## src/rtl/adder_pkg.sv

```systemverilog
// Shared types for the adder stream arbiter: beat layout and FSM encoding.
// No logic; no latency; no backpressure.
package adder_pkg;

    localparam int DATAW = 128;

    typedef struct packed {
        logic [DATAW-1:0] tdata;
        logic             tlast;
    } beat_t;

    typedef enum logic {
        IDLE = 1'b0,
        BUSY = 1'b1
    } arb_state_t;

endpackage

```

## src/rtl/adder_stream_arbiter_rr_pick.sv

```systemverilog
// Round-robin priority encoder: first set req bit at or after rr_ptr, wrapping.
// Purely combinational; no backpressure.
module rr_pick #(
    parameter int N = 4
) (
    input  logic [N-1:0]         req,
    input  logic [$clog2(N)-1:0] rr_ptr,
    output logic [$clog2(N)-1:0] idx,
    output logic                 any
);

    localparam int IW = $clog2(N);

    // Scan from the farthest offset down so the closest hit to rr_ptr wins.
    always_comb begin
        int k;
        k   = 0;
        idx = '0;
        any = 1'b0;
        for (int i = N - 1; i >= 0; i--) begin
            k = (int'(rr_ptr) + i) % N;
            if (req[IW'(k)]) begin
                idx = IW'(k);
                any = 1'b1;
            end
        end
    end

endmodule

```

## src/rtl/adder_stream_arbiter.sv

```systemverilog
// Packet-locked round-robin arbiter feeding the adder through a one-entry output slot.
// Latency: 1 arbitration cycle, then beats appear on the adder one cycle after acceptance.
// Backpressure: granted ready = slot empty or adder ready; all other readies held low.
module adder_stream_arbiter
    import adder_pkg::*;
#(
    parameter int NUM_REQ = 4,
    parameter int DATAW   = adder_pkg::DATAW,
    parameter int CNTW    = 16
) (
    input  logic                       clk,
    input  logic                       rst_n,
    input  logic [NUM_REQ-1:0]         s_axis_tvalid,
    input  logic [NUM_REQ-1:0]         s_axis_tlast,
    input  logic [NUM_REQ*DATAW-1:0]   s_axis_tdata,
    output logic [NUM_REQ-1:0]         s_axis_tready,
    output logic                       axis_adder_interface_tvalid,
    output logic                       axis_adder_interface_tlast,
    output logic [DATAW-1:0]           axis_adder_interface_tdata,
    input  logic                       axis_adder_interface_tready,
    output logic [$clog2(NUM_REQ)-1:0] grant_id,
    output logic                       busy,
    output logic [CNTW-1:0]            pkt_count,
    output logic [CNTW-1:0]            beat_count
);

    localparam int IDW = $clog2(NUM_REQ);

    arb_state_t       state, state_nxt;
    logic [IDW-1:0]   rr_ptr;
    logic [IDW-1:0]   pick_idx;
    logic             pick_any;
    logic             slot_vld;
    logic             slot_last;
    logic [DATAW-1:0] slot_dat;
    logic             slot_free;
    logic             in_vld;
    logic             in_last;
    logic [DATAW-1:0] in_dat;
    logic             accept;

    rr_pick #(.N(NUM_REQ)) u_pick (
        .req    (s_axis_tvalid),
        .rr_ptr (rr_ptr),
        .idx    (pick_idx),
        .any    (pick_any)
    );

    assign slot_free = !slot_vld || axis_adder_interface_tready;
    assign in_vld    = s_axis_tvalid[grant_id];
    assign in_last   = s_axis_tlast[grant_id];
    assign in_dat    = s_axis_tdata[int'(grant_id)*DATAW +: DATAW];
    assign accept    = (state == BUSY) && slot_free && in_vld;

    always_comb begin
        s_axis_tready = '0;
        if ((state == BUSY) && slot_free) begin
            s_axis_tready[grant_id] = 1'b1;
        end
    end

    always_ff @(posedge clk or negedge rst_n) begin
        if (!rst_n) begin
            state <= IDLE;
        end else begin
            state <= state_nxt;
        end
    end

    always_comb begin
        state_nxt = state;
        case (state)
            IDLE:    if (pick_any) state_nxt = BUSY;
            BUSY:    if (accept && in_last) state_nxt = IDLE;
            default: state_nxt = IDLE;
        endcase
    end

    always_ff @(posedge clk or negedge rst_n) begin
        if (!rst_n) begin
            rr_ptr     <= '0;
            grant_id   <= '0;
            slot_vld   <= 1'b0;
            slot_last  <= 1'b0;
            slot_dat   <= '0;
            pkt_count  <= '0;
            beat_count <= '0;
        end else begin
            if ((state == IDLE) && pick_any) begin
                grant_id   <= pick_idx;
                beat_count <= '0;
            end
            if (accept) begin
                slot_vld  <= 1'b1;
                slot_last <= in_last;
                slot_dat  <= in_dat;
                if (beat_count != '1) beat_count <= beat_count + 1'b1;
                if (in_last) begin
                    pkt_count <= pkt_count + 1'b1;
                    rr_ptr    <= (grant_id == IDW'(NUM_REQ - 1)) ? '0 : grant_id + 1'b1;
                end
            end else if (axis_adder_interface_tready) begin
                slot_vld <= 1'b0;
            end
        end
    end

    assign axis_adder_interface_tvalid = slot_vld;
    assign axis_adder_interface_tlast  = slot_last;
    assign axis_adder_interface_tdata  = slot_dat;
    assign busy                        = (state == BUSY);

endmodule
```

## config.mk

```make
export PLATFORM = sky130hd
export DESIGN_NAME = adder_stream_arbiter
export DESIGN_NICKNAME = d
export VERILOG_FILES = /design/src/rtl/adder_pkg.sv /design/src/rtl/adder_stream_arbiter_rr_pick.sv /design/src/rtl/adder_stream_arbiter.sv
export SDC_FILE = /design/constraint.sdc
export NUM_CORES = 1
export LEC_CHECK = 0
export ABC_AREA = 1
export ABC_CLOCK_PERIOD_IN_PS = 1800
export BUFFER_PORTS_ARGS = -buffer_cell sky130_fd_sc_hd__buf_2
export CAP_MARGIN = 25
export CELL_PAD_IN_SITES_DETAIL_PLACEMENT = 1
export CELL_PAD_IN_SITES_GLOBAL_PLACEMENT = 1
export CORE_AREA = 5 5 264 266
export CTS_CLUSTER_DIAMETER = 80
export DETAILED_ROUTE_END_ITERATION = 7
export DIE_AREA = 0 0 269 271
export GPL_TIMING_DRIVEN = 0
export PLACE_DENSITY = 0.54
export SLEW_MARGIN = 20
export SYNTH_ARGS = -nofsm -noshare
export SYNTH_HDL_FRONTEND = slang
export SYNTH_HIERARCHICAL = 1
export SYNTH_SLANG_ARGS = --single-unit
```

## constraint.sdc

```tcl
create_clock -name clk -period 1.8 [get_ports clk]
set_clock_uncertainty 0.2 [all_clocks]
set_input_delay 0.18 -clock clk [delete_from_list [all_inputs] [get_ports clk]]
set_output_delay 0.18 -clock clk [all_outputs]
set_load 0.005 [all_outputs]
```

==> metrics.yaml <==
fin_setup_tns_ns: -45.84
total_power_uw: 38430
fillers: 8099
viasPerCell: 4.673
synth_area_leaders: "dfrtp_1, nand2_1, o21ai_0"
hpwl_um: 59770
worst_pin_slew_ns: 0.6501
reg2reg_depth: 15
start_kind: "flop"
crit_fanout: 4
yosysTopAreaCellShare_pct: 38.28
ant_nets: 0
clock-root-buffer: "clkbuf_16"
cp_slowest_stage_delay_ns: 0.42
dieArea_um2: 72900
gp_congestion: 0.9631
whs_endpoint: "axis_adder_interface_tdata[105]"
wl_met3_um: 5164
netlist_top_cells_count: "nand2_1, nor2_1, o21ai_0"
dp_slack_ns: -1.372
crit_type: "reg -> out"
synth_cell_types: 28
r2r-end: "axis_adder_interface_tdata[118]"
io_buffer_count: 691
fp.dieH_um: 271
clock_latency_ns: 0.48
finalSetupViolCount: 169
layout_min_cycle_time_ns: 2.230
syn-instance-count: 1674
fin_util_pct: 37.76
clk_pin_slew_ns: 0.07
grt_pass1_vias: 19990
ys_seq_elements: 167
post-synth-top-count-cell: "nand2_1"
first_pass_iters: 5
powerDensity_nw_per_um2: 1524
pin_count: 692
power.leakage_uw: 0.01246
p_int_uw: 20160
drt-initial-drc-count: 780
clockBufferDepth: 2
wl_met1_um: 35110
synth_nets: 2203
required_ns: 1.42
grt_overflow: 0
path_delay_family: "buffers and inverters"
rsz0062_at_grt: "yes"
cp.arrival_ns: 1.85
cts_buffers: 17
crit_slowest_cell: "dfrtp_1"
synthArstFlopShare_pct: 100.0
crit_buf_inv: 7
initial_core_util_pct: 16.34
r2r_setup_slack_ns: -0.35
grt_pass1_wl_um: 126300
cp_common_cell: "buf_12"
switchingPower_uw: 18280
drc: 0
routed.top_layer: "met5"
cts_tree: "built"
setup_ws_ns: -0.4297
maxSlewViolCount: 0
grt.total_usage_pct: 22.83
wl_per_cell_um: 22.93
synth_edf_count: 0
cts_sinks: 167
final_layout_size_suffix_gt1_share_pct: 45.61
r2r-start: "grant_id[0]"
fin_nets: 3515
hp-start: "s_axis_tdata[361]"
slew-limit-headroom_pct: 56.33
violations: "negative setup slack"
synth_flop_cell: "dfrtp_1"
path_cells: "buf_12 > inv_6 > buf_12 > buf_12 > buf_12 > ha_4 > inv_2 > nor2_4 > buf_2"
fmax_ghz: 0.4485
synth_top_area_cell: "dfrtp_1"
vias: 18140
ys_seq_area_share_pct: 38.28
design_area_um2: 25220
holdPathStages: 5
netlist_area_um2: 10920
totalWireLength_um: 89020
regArea_um2: 4180
hold_viol: 0
min_period_over_period_pct: 123.9
p_comb_share_pct: 72.2
cap_violations: 0
end_kind: "output pin"
status: "finished with violations"
clkPwrFrac_pct: 10.4
core_area_um2: 66800
antenna_found_initial: 10
num_rows: 95
ctsHtreeMaxLevel: 4
yosysWarnings: 6
p_sw_share_pct: 47.55
placed_area_um2: 15550
postSynthAreaPerCell_um2: 6.521
hp-class: "in -> reg"
areaGrowthSynthToFinish_pct: 131.0
multi_input_area_um2: 7606
peakVddDrop_uv: 901.7
power_frac_seq_pct: 17.4
cp-startpoint: "grant_id[0]"
grt_max_degree: 84
die_x_um: 269
met2_length_um: 43690
[cell families after synthesis]
family / synth area share (%)
flops: 38.28
buf+inv: 7.370
compound gates: 20.21
simple gates: 32.41
xor+xnor: 1.043
fa+ha+maj: 0.6877
[layout make-up]
| cell class | instances | share of cell area [%] |
|---|---|---|
| multi-input cells | 1331 | 30.16 |
| diodes | 12 | 0.1191 |
| well taps | 873 | 4.331 |
| clock inverters | 11 | 0.5953 |
| plain buffers | 108 | 4.827 |
| flip-flops and latches | 167 | 16.57 |
| inverters | 55 | 0.9326 |
| clock buffers | 19 | 1.756 |
| repair buffers | 1306 | 40.71 |
[tightest hold or removal path, stage by stage]
cell and delay, ns:
buf_2 0.08, o21ai_1 0.09, o22ai_1 0.21, nand2_2 0.06
nand2_1 0.05
[per-stage QoR]
step / instances / hold WS (ns)
after floorplan: 1674 / -0.3156
after global placement: 3238 / 0.1839
after detailed placement: 3241 / -0.2272
after CTS: 3857 / 0.001477
after global routing: 3878 / 0.0003589
final: 3882 / 0.02491
[power by group through the flow]
stage,sequential (µW),combinational [µW],clock [µW]
final,6700,27800,3990
after global routing,6910,29700,4260
after CTS,6630,24900,4140
after detailed placement,6550,16500,0
after global placement,6490,16300,0
after floorplan,6510,8500,0
[how the worst max path moves through the flow]
stage | slack [ns] | endpoint | depth (start not counted)
after global routing | -0.52 | s_axis_tready[0] | 9
after floorplan | 0.03 | s_axis_tready[0] | 8
final | -0.43 | s_axis_tready[0] | 9
after detailed placement | -1.37 | s_axis_tready[0] | 7
after global placement | -2.75 | axis_adder_interface_tdata[33] | 1
after CTS | -0.51 | s_axis_tready[0] | 8
[cell usage in the layout, fill, tap and decap left out, drive strengths merged]
cell and instances:
buf 861, nand2 543, dlygate4sd3 500, nor2 296, o21ai 279, dfrtp 167, o22ai 128, clkbuf 72
inv 54, nand3 50, diode 12, xor2 7, xnor2 6, clkinv 6, ha 6, nand4 5
nor3 5, clkinvlp 3, nand3b 3, bufinv 3, and2 2, a21oi 1
[routing by layer]
metal | track usage, % | vias up
met3 | 4.752 | 289
met1 | 26.48 | 8846
met4 | 11.84 | 2
met5 | 0 | -
li1 | - | 8175
met2 | 39.41 | 827
[flip-flops by register name (all words and copies together), names as in the netlist]
| signal | cells |
|---|---|
| grant_id | 2 |
| beat_count | 16 |
| axis_adder_interface_tdata | 128 |
| axis_adder_interface_tvalid | 1 |
| rr_ptr | 2 |
| busy | 1 |
| pkt_count | 16 |
| axis_adder_interface_tlast | 1 |
[repair_timing]
action | CTS | global route
endpoints found under the setup margin | 171 | 172
cloned | 22 | 9
hold buffers | 497 | 3
resized for setup | 468 | 438
pin swaps | 104 | 81
hold endpoints to repair | 231 | 3
buffers inserted | 69 | 23
(Power assumes the default switching activity.)
